$ cat src/rtl/psc.sv
// Packet stream converter.
// Turns a strobed DATA_W-bit byte stream into a (DATA_W+1)-bit tagged stream.
// Bit DATA_W of each output word marks the last byte of a frame. A frame is a
// run of consecutive strobed cycles.
// Each accepted byte waits one cycle in a hold register, so the next cycle's
// strobe is known before the byte leaves. That strobe decides the end-of-frame
// flag, and the tagged word is then registered onto the outputs.
// Optional feature macro: PSC_MAXLEN_EN. When it is defined, frames are cut
// after MAX_LEN consecutive bytes.
module psc #(
    parameter int DATA_W  = 8,
    parameter int MAX_LEN = 16
) (
    input  logic              i_clk,
    input  logic              i_rst_n,
    input  logic [DATA_W-1:0] iv_data,
    input  logic              i_data_wr,
    output logic [DATA_W:0]   ov_data,
    output logic              o_data_wr
);

    logic              hold_valid_reg;
    logic              hold_valid_next;
    logic [DATA_W-1:0] hold_data_reg;
    logic [DATA_W-1:0] hold_data_next;
    logic [DATA_W:0]   out_data_reg;
    logic [DATA_W:0]   out_data_next;
    logic              out_wr_reg;
    logic              out_wr_next;
    logic              last_flag;

`ifdef PSC_MAXLEN_EN
    localparam int CNT_W = $clog2(MAX_LEN + 1);

    // count_reg holds the number of bytes already emitted in the current frame.
    logic [CNT_W-1:0] count_reg;
    logic [CNT_W-1:0] count_next;
    logic             at_max;

    assign at_max = (count_reg == CNT_W'(MAX_LEN - 1));

    // A held byte is last if no byte follows it, or if it fills the frame.
    always_comb begin
        last_flag = ~i_data_wr | at_max;
    end

    // Advance the frame length on every emit. Restart it after a flagged word.
    always_comb begin
        count_next = count_reg;
        if (hold_valid_reg) begin
            count_next = last_flag ? '0 : count_reg + CNT_W'(1);
        end
    end

    // Frame length register.
    always_ff @(posedge i_clk or negedge i_rst_n) begin
        if (!i_rst_n) begin
            count_reg <= '0;
        end else begin
            count_reg <= count_next;
        end
    end
`else
    // Frames are unbounded, so MAX_LEN has no effect in this build.
    logic unused_max_len;
    assign unused_max_len = (MAX_LEN != 0);

    // A held byte is last exactly when no byte follows it.
    always_comb begin
        last_flag = ~i_data_wr;
    end
`endif

    // Next hold contents, plus the tagged word built from the current hold.
    always_comb begin
        hold_valid_next = i_data_wr;
        hold_data_next  = i_data_wr ? iv_data : hold_data_reg;
        out_wr_next     = hold_valid_reg;
        out_data_next   = hold_valid_reg ? {last_flag, hold_data_reg} : '0;
    end

    // Hold register and output register. Reset discards any held byte.
    always_ff @(posedge i_clk or negedge i_rst_n) begin
        if (!i_rst_n) begin
            hold_valid_reg <= 1'b0;
            hold_data_reg  <= '0;
            out_wr_reg     <= 1'b0;
            out_data_reg   <= '0;
        end else begin
            hold_valid_reg <= hold_valid_next;
            hold_data_reg  <= hold_data_next;
            out_wr_reg     <= out_wr_next;
            out_data_reg   <= out_data_next;
        end
    end

    assign ov_data   = out_data_reg;
    assign o_data_wr = out_wr_reg;

endmodule

$ cat config.mk
export PLATFORM = sky130hd
export DESIGN_NAME = psc
export DESIGN_NICKNAME = d
export VERILOG_FILES = /design/src/rtl/psc.sv
export SDC_FILE = /design/constraint.sdc
export NUM_CORES = 1
export LEC_CHECK = 0
export ABC_AREA = 1
export ABC_CLOCK_PERIOD_IN_PS = 2000
export CORE_MARGIN = 4
export CORE_UTILIZATION = 30
export CTS_BUF_LIST = sky130_fd_sc_hd__clkbuf_4
export CTS_CLUSTER_SIZE = 40
export DETAILED_ROUTE_END_ITERATION = 7
export PLACE_DENSITY = 0.64
export SKIP_LAST_GASP = 1
export SYNTH_ARGS = -nofsm -noshare
export SYNTH_HDL_FRONTEND = slang
export SYNTH_SLANG_ARGS = --single-unit
$ cat constraint.sdc
create_clock -name i_clk -period 2 [get_ports i_clk]
set_input_delay 0.5 -clock i_clk [delete_from_list [all_inputs] [get_ports i_clk]]
set_output_delay 0.5 -clock i_clk [all_outputs]
set_load 0.02 [all_outputs]
# Yosys cells after proc, flatten, opt, wreduce, memory -nomap -nowiden
# Cells that the tools add are included.
dict set report op_classes {
  add_sub_neg 0
  multipliers 0
  n_div 0
  magnitude_cmp 0
  eq_ne 0
  shift 0
  muxes 1
  bitwise_logic 1
  n_reduce_logical 0
}
# operator n
set op_table {}
lappend op_table {{9-bit two-way mux} 1}
lappend op_table {{1-bit NOT} 1}
dict set report totals {
  ff_bits 19
  latchBits 0
  ram_bits 0
  rom_bits 0
  memories 0
}

# Longest topological paths before layout
# Gate-level depths: netlist of run 1.
dict set report depth {
  ltp_word 2
  mapped_depth 4
  mapped_depth_nobuf 3
}

# Worst setup path before layout of run 1
# Ideal clock, no wire load.
dict set report synth_path {
  path_type {register -> output}
  startpoint {reg out_wr_reg (netlist: o_data_wr)}
  endpoint {out o_data_wr}
  arrival_ns 0.416
  required_ns 1.500
  path_slack_ns 1.084
  path_stages_with_launch 1
  path_cell_list {dfrtp_1}
}
# element line_no
set synth_lines {}
lappend synth_lines {{start, declared} 28} ;# logic out_wr_reg;
lappend synth_lines {{start signal, assigned} 92} ;# out_wr_reg <= out_wr_next;
lappend synth_lines {{end, declared} 19} ;# output logic o_data_wr
# No word-level cell between the ends.

# Worst setup path in the final report of run 1
dict set report layout_path {
  startpoint {reg out_wr_reg (netlist: o_data_wr)}
  endpoint {out o_data_wr}
}
# No word-level cell between the ends.

==> impl_metrics.ini, run 1 <==
[global_routing]
grt_pass1_vias = 374
track_usage = 0.0898
grt_first_pass_wirelength_um = 1790
grt_overflow_total = 0
antenna_found_initial = 0
grt_max_degree = 20

[logic_synthesis]
yosysSeqAreaShare = 0.720
syn-cell-area_um2 = 661
ys_ff_latch = 19
syn_avg_cell_area_um2 = 10.3
synth_cell_type_count = 8
synth_top_area_share = 0.720
synth_area_leader_cell = dfrtp_1
synth_area_leaders = dfrtp_1 (72%), nand2_1 (18%), inv_1 (4.5%), buf_6 (1.7%), inv_6 (1.3%)
netlist_instances = 64
syn_nets = 75
synth_warnings = 0

[critical_path]
cp_max_fo = 1
critPathMaxStageDelay_ns = 0.60
slowest_stage = clkdlybuf4s50_1
critPathLaunchType = flip-flop
cp.required_ns = 1.50
worst-setup-path-type = reg2out
cp_num_buf_inv = 1
cp.arrival_ns = 1.22
path_delay_family = buffers and inverters
end_kind = output pin
worstPathCellList = clkdlybuf4s50_1

[clock_tree]
clkTransAtPathRegs_ns = 0.10
numCtsBuffers = 3
clock_sinks = 19
cts_resized = 0
post_cts_buffers = 0
cts_hold_buf = 0
clk_path_buf_depth = 2
cts_tree = yes
cts.htree.levels = 1
clock_latency_ns = 0.29
cts-root-buf = clkbuf_4

[timing]
max_freq_mhz = 582
report.final.slew_viol_count = 0
worst_pin_slew_ns = 0.444
fin_setup_tns_ns = 0
period_share = 0.859
setup_viol = 0
min_period_ns = 1.72
hold_viol = 0
rsz0062_at_grt = false
slew_headroom = 0.703
whs_ns = 0.478
clock_skew_ns = 0.00373

[finish]
nNetsFinal = 99
final-instance-count-excl-fill = 114
syn_to_final_growth_pct = 38.3
final_common_cell = nand2_1
regArea_um2 = 475
utilization = 0.452
largest_reg_flops = 9
fillCellCount = 185
multi_input_area_um2 = 124
final_cell_mix = nand2_1 (32), clkdlybuf4s50_1 (20), dfrtp_1 (19)
n_antenna_cell = 0
drive_above_1_share = 0.0805

[detailed_routing]
dr.pass1.iters = 4
drt_drc_violations_left = 0
vias = 434
avgViaCountPerCell = 3.81
drtAntennaViolNets = 0
drt_iter0_drc = 17
wl_per_cell_um = 9.56
wirelength_um = 1090

[pwr]
p_leak_nw = 0.499
p_sw_frac = 0.234
p_int_w = 0.000552
finalPower_w = 0.000721
vdd_drop_max_mv = 0.431
p_switching_w = 0.000169
power.share.sequential = 0.588
pwr-share-clk = 0.275
power_frac_comb = 0.137
power_density_nw_per_um2 = 790

[die]
ios = 21
initial_utilization = 0.327
coreArea_um2 = 2020
die_h_um = 54.9
die_w_um = 54.9
die_area_um2 = 3020
fp-row-count = 16

[status]
status = finished, final reports clean

[place]
place.gp.congestion = 0.722
dp_hpwl_um = 774
placed_cells = 110
io_buffer_count = 20

[worst_hold_path]
hp-class = reg2reg

[job]
drv_cap = 0
==> cell families after synthesis <==
| kind of cell | synth area share |
|---|---|
| simple gates | 0.188 |
| flops | 0.720 |
| buf+inv | 0.0928 |
==> cell type report <==
class / instances / area share
flip-flops and latches: 19 / 0.521
repair buffers: 21 / 0.227
multi-input cells: 33 / 0.136
inverters: 10 / 0.0466
well taps: 27 / 0.0370
clock buffers: 4 / 0.0329
==> final timing paths <==
kind / end / cells after the start / startpoint / slack [ns]
max: o_data_wr / 1 / o_data_wr / 0.28
min: ov_data[4] / 2 / hold_data_reg[4] / 0.48
max reg2reg: ov_data[6] / 2 / hold_valid_reg / 1.24
min reg2reg: ov_data[4] / 2 / hold_data_reg[4] / 0.48
max in group asynchronous: ov_data[2] / 2 / i_rst_n / 1.28
min in group asynchronous: ov_data[8] / 2 / i_rst_n / 0.53
==> power by group through the flow <==
stage | logic, W | clock network, W | registers, W
finish | 0.0000987 | 0.000198 | 0.000424
global route | 0.000109 | 0.000228 | 0.000427
CTS | 0.000101 | 0.000203 | 0.000425
detailed placement | 0.000100 | 0 | 0.000432
global placement | 0.0000989 | 0 | 0.000432
floorplan | 0.0000305 | 0 | 0.000445
==> cells in the mapped netlist <==
| cell | number |
|---|---|
| nand2_1 | 32 |
| buf_6 | 1 |
| buf_4 | 1 |
| inv_6 | 1 |
| inv_2 | 1 |
| inv_1 | 8 |
| dfrtp_1 | 19 |
| nor2_1 | 1 |
==> routing by layer <==
layer	up-vias	wire [µm]	global-route usage
li1	232	-	-
met1	181	516	0.120
met3	4	94	0.0241
met2	17	429	0.120
met4	0	49	0.0729
met5	-	0	0
==> metrics by stage <==
stage          instance area, µm²  setup slack [ns]
6_report                      913             0.281
4_1_cts                       913             0.267
3_3_place_gp                  883             0.453
3_5_place_dp                  883             0.419
2_1_floorplan                 661              1.08
5_1_grt                       913             0.214
(Power assumes the default switching activity.)
==> run 2: changes to the inputs <==
Settings changed: ABC_CLOCK_PERIOD_IN_PS 2000 to 2080, CTS_BUF_LIST sky130_fd_sc_hd__clkbuf_4 to sky130_fd_sc_hd__clkbuf_16.
Clock period 2 ns to 2.08 ns, I/O delays scaled along.
==> impl_metrics.ini, run 2 (synthesis gave the netlist of run 1 again) <==
[status]
status = finished, final reports clean

[clock_tree]
cts_hold_buf = 0
numCtsBuffers = 3
cts_resized = 0
cts-root-buf = clkbuf_16
post_cts_buffers = 0
clk_path_buf_depth = 2
clock_latency_ns = 0.24
cts.htree.levels = 1
cts_tree = yes
clock_sinks = 19
clkTransAtPathRegs_ns = 0.05

[pwr]
vdd_drop_max_mv = 0.495
power_density_nw_per_um2 = 920
p_leak_nw = 0.521

[timing]
min_period_ns = 1.68
period_share = 0.807
rsz0062_at_grt = false
hold_viol = 0
report.final.slew_viol_count = 0
slew_headroom = 0.691
whs_ns = 0.465
fin_setup_tns_ns = 0
setup_viol = 0
max_freq_mhz = 596
worst_slack_ns = 0.402
clock_skew_ns = 0.000702
worst_pin_slew_ns = 0.462

[detailed_routing]
vias = 440
routed.top_layer = met4
wl_per_cell_um = 9.69
drt_iter0_drc = 2
dr.pass1.iters = 4
met2_length_um = 475
route.met3.wl_um = 100
wl_met1_um = 509
drt_drc_violations_left = 0
drtAntennaViolNets = 0
avgViaCountPerCell = 3.86
wirelength_um = 1110

[critical_path]
slowest_stage = clkdlybuf4s50_1
cp-endpoint = ov_data[0]
worstPathCellList = clkdlybuf4s50_1
r2r_start = hold_valid_reg
worst-setup-path-type = reg2out
startpoint = ov_data[0]
r2r_slack_ns = 1.34
cp.arrival_ns = 1.16
path_depth = 1
end_kind = output pin
worst_r2r_endpoint = ov_data[8]
cp_max_fo = 1
critPathLaunchType = flip-flop
cp.required_ns = 1.56
cp_num_buf_inv = 1
critPathMaxStageDelay_ns = 0.60
reg2reg_depth = 2
path_delay_family = buffers and inverters

[die]
fp-row-count = 16
initial_utilization = 0.327
die_area_um2 = 3020
die_h_um = 54.9
ios = 21
coreArea_um2 = 2020
die_w_um = 54.9

[place]
place.gp.congestion = 0.722
dp_hpwl_um = 772
place_ws_ns = 0.472
placed_cells = 110
io_buffer_count = 20
placed_area_um2 = 883

[finish]
final_area_um2 = 963
n_antenna_cell = 0
final-instance-count-excl-fill = 114
largest_reg_flops = 9
nNetsFinal = 99
fillCellCount = 184
multi_input_area_um2 = 124
final_common_cell = nand2_1
syn_to_final_growth_pct = 45.8
drive_above_1_share = 0.0805
regArea_um2 = 475
final_cell_mix = nand2_1 (32), clkdlybuf4s50_1 (20), dfrtp_1 (19)

[job]
drv_cap = 0

[global_routing]
grt_max_degree = 20
grt_pass1_vias = 383
grt_first_pass_wirelength_um = 1780
antenna_found_initial = 0
grt_overflow_total = 0
track_usage = 0.0892

[worst_hold_path]
hold_start = hold_data_reg[5]
hp-class = reg2reg
-- run 2: changes by cell type in the layout (fill, tap and decap cells not counted), sizes merged --
cell,delta
clkbuf,-1
clkinv,+1
-- run 2: per-layer routing --
metal / up-vias / GRT usage
met5: - / 0
li1: 227 / -
met2: 19 / 0.122
met4: 0 / 0.0729
met3: 2 / 0.0241
met1: 192 / 0.116
-- run 2: worst min path at each step --
stage                     slack, ns  cells past startpoint          endpoint
after CTS                      0.47                      2        ov_data[5]
after floorplan                0.22                      0  hold_data_reg[0]
after global placement         0.46                      2        ov_data[5]
after detailed placement       0.45                      2        ov_data[5]
final                          0.46                      2        ov_data[5]
after global routing           0.49                      2        ov_data[4]
-- run 2: per-stage QoR --
| stage | total power, W | util |
|---|---|---|
| finish | 0.000886 | 0.476 |
| CTS | 0.000895 | 0.476 |
| floorplan | 0.000457 | - |
| global placement | 0.000511 | 0.437 |
| detailed placement | 0.000512 | 0.437 |
| global route | 0.000926 | 0.476 |
-- run 2: final cells by class --
cell class              instances  area share
well taps                      27      0.0351
clock inverters                 1     0.00519
repair buffers                 21       0.216
inverters                      10      0.0442
multi-input cells              33       0.129
clock buffers                   3      0.0779
flip-flops and latches         19       0.494
-- run 2: power by group --
| group | switching, W | internal (W) | total (W) | leakage (nW) |
|---|---|---|---|---|
| logic | 0.0000473 | 0.0000481 | 0.0000954 | 0.242 |
| clock network | 0.000124 | 0.000257 | 0.000381 | 0.0409 |
| registers | 0.0000127 | 0.000397 | 0.000409 | 0.239 |
| total | 0.000184 | 0.000702 | 0.000886 | 0.521 |
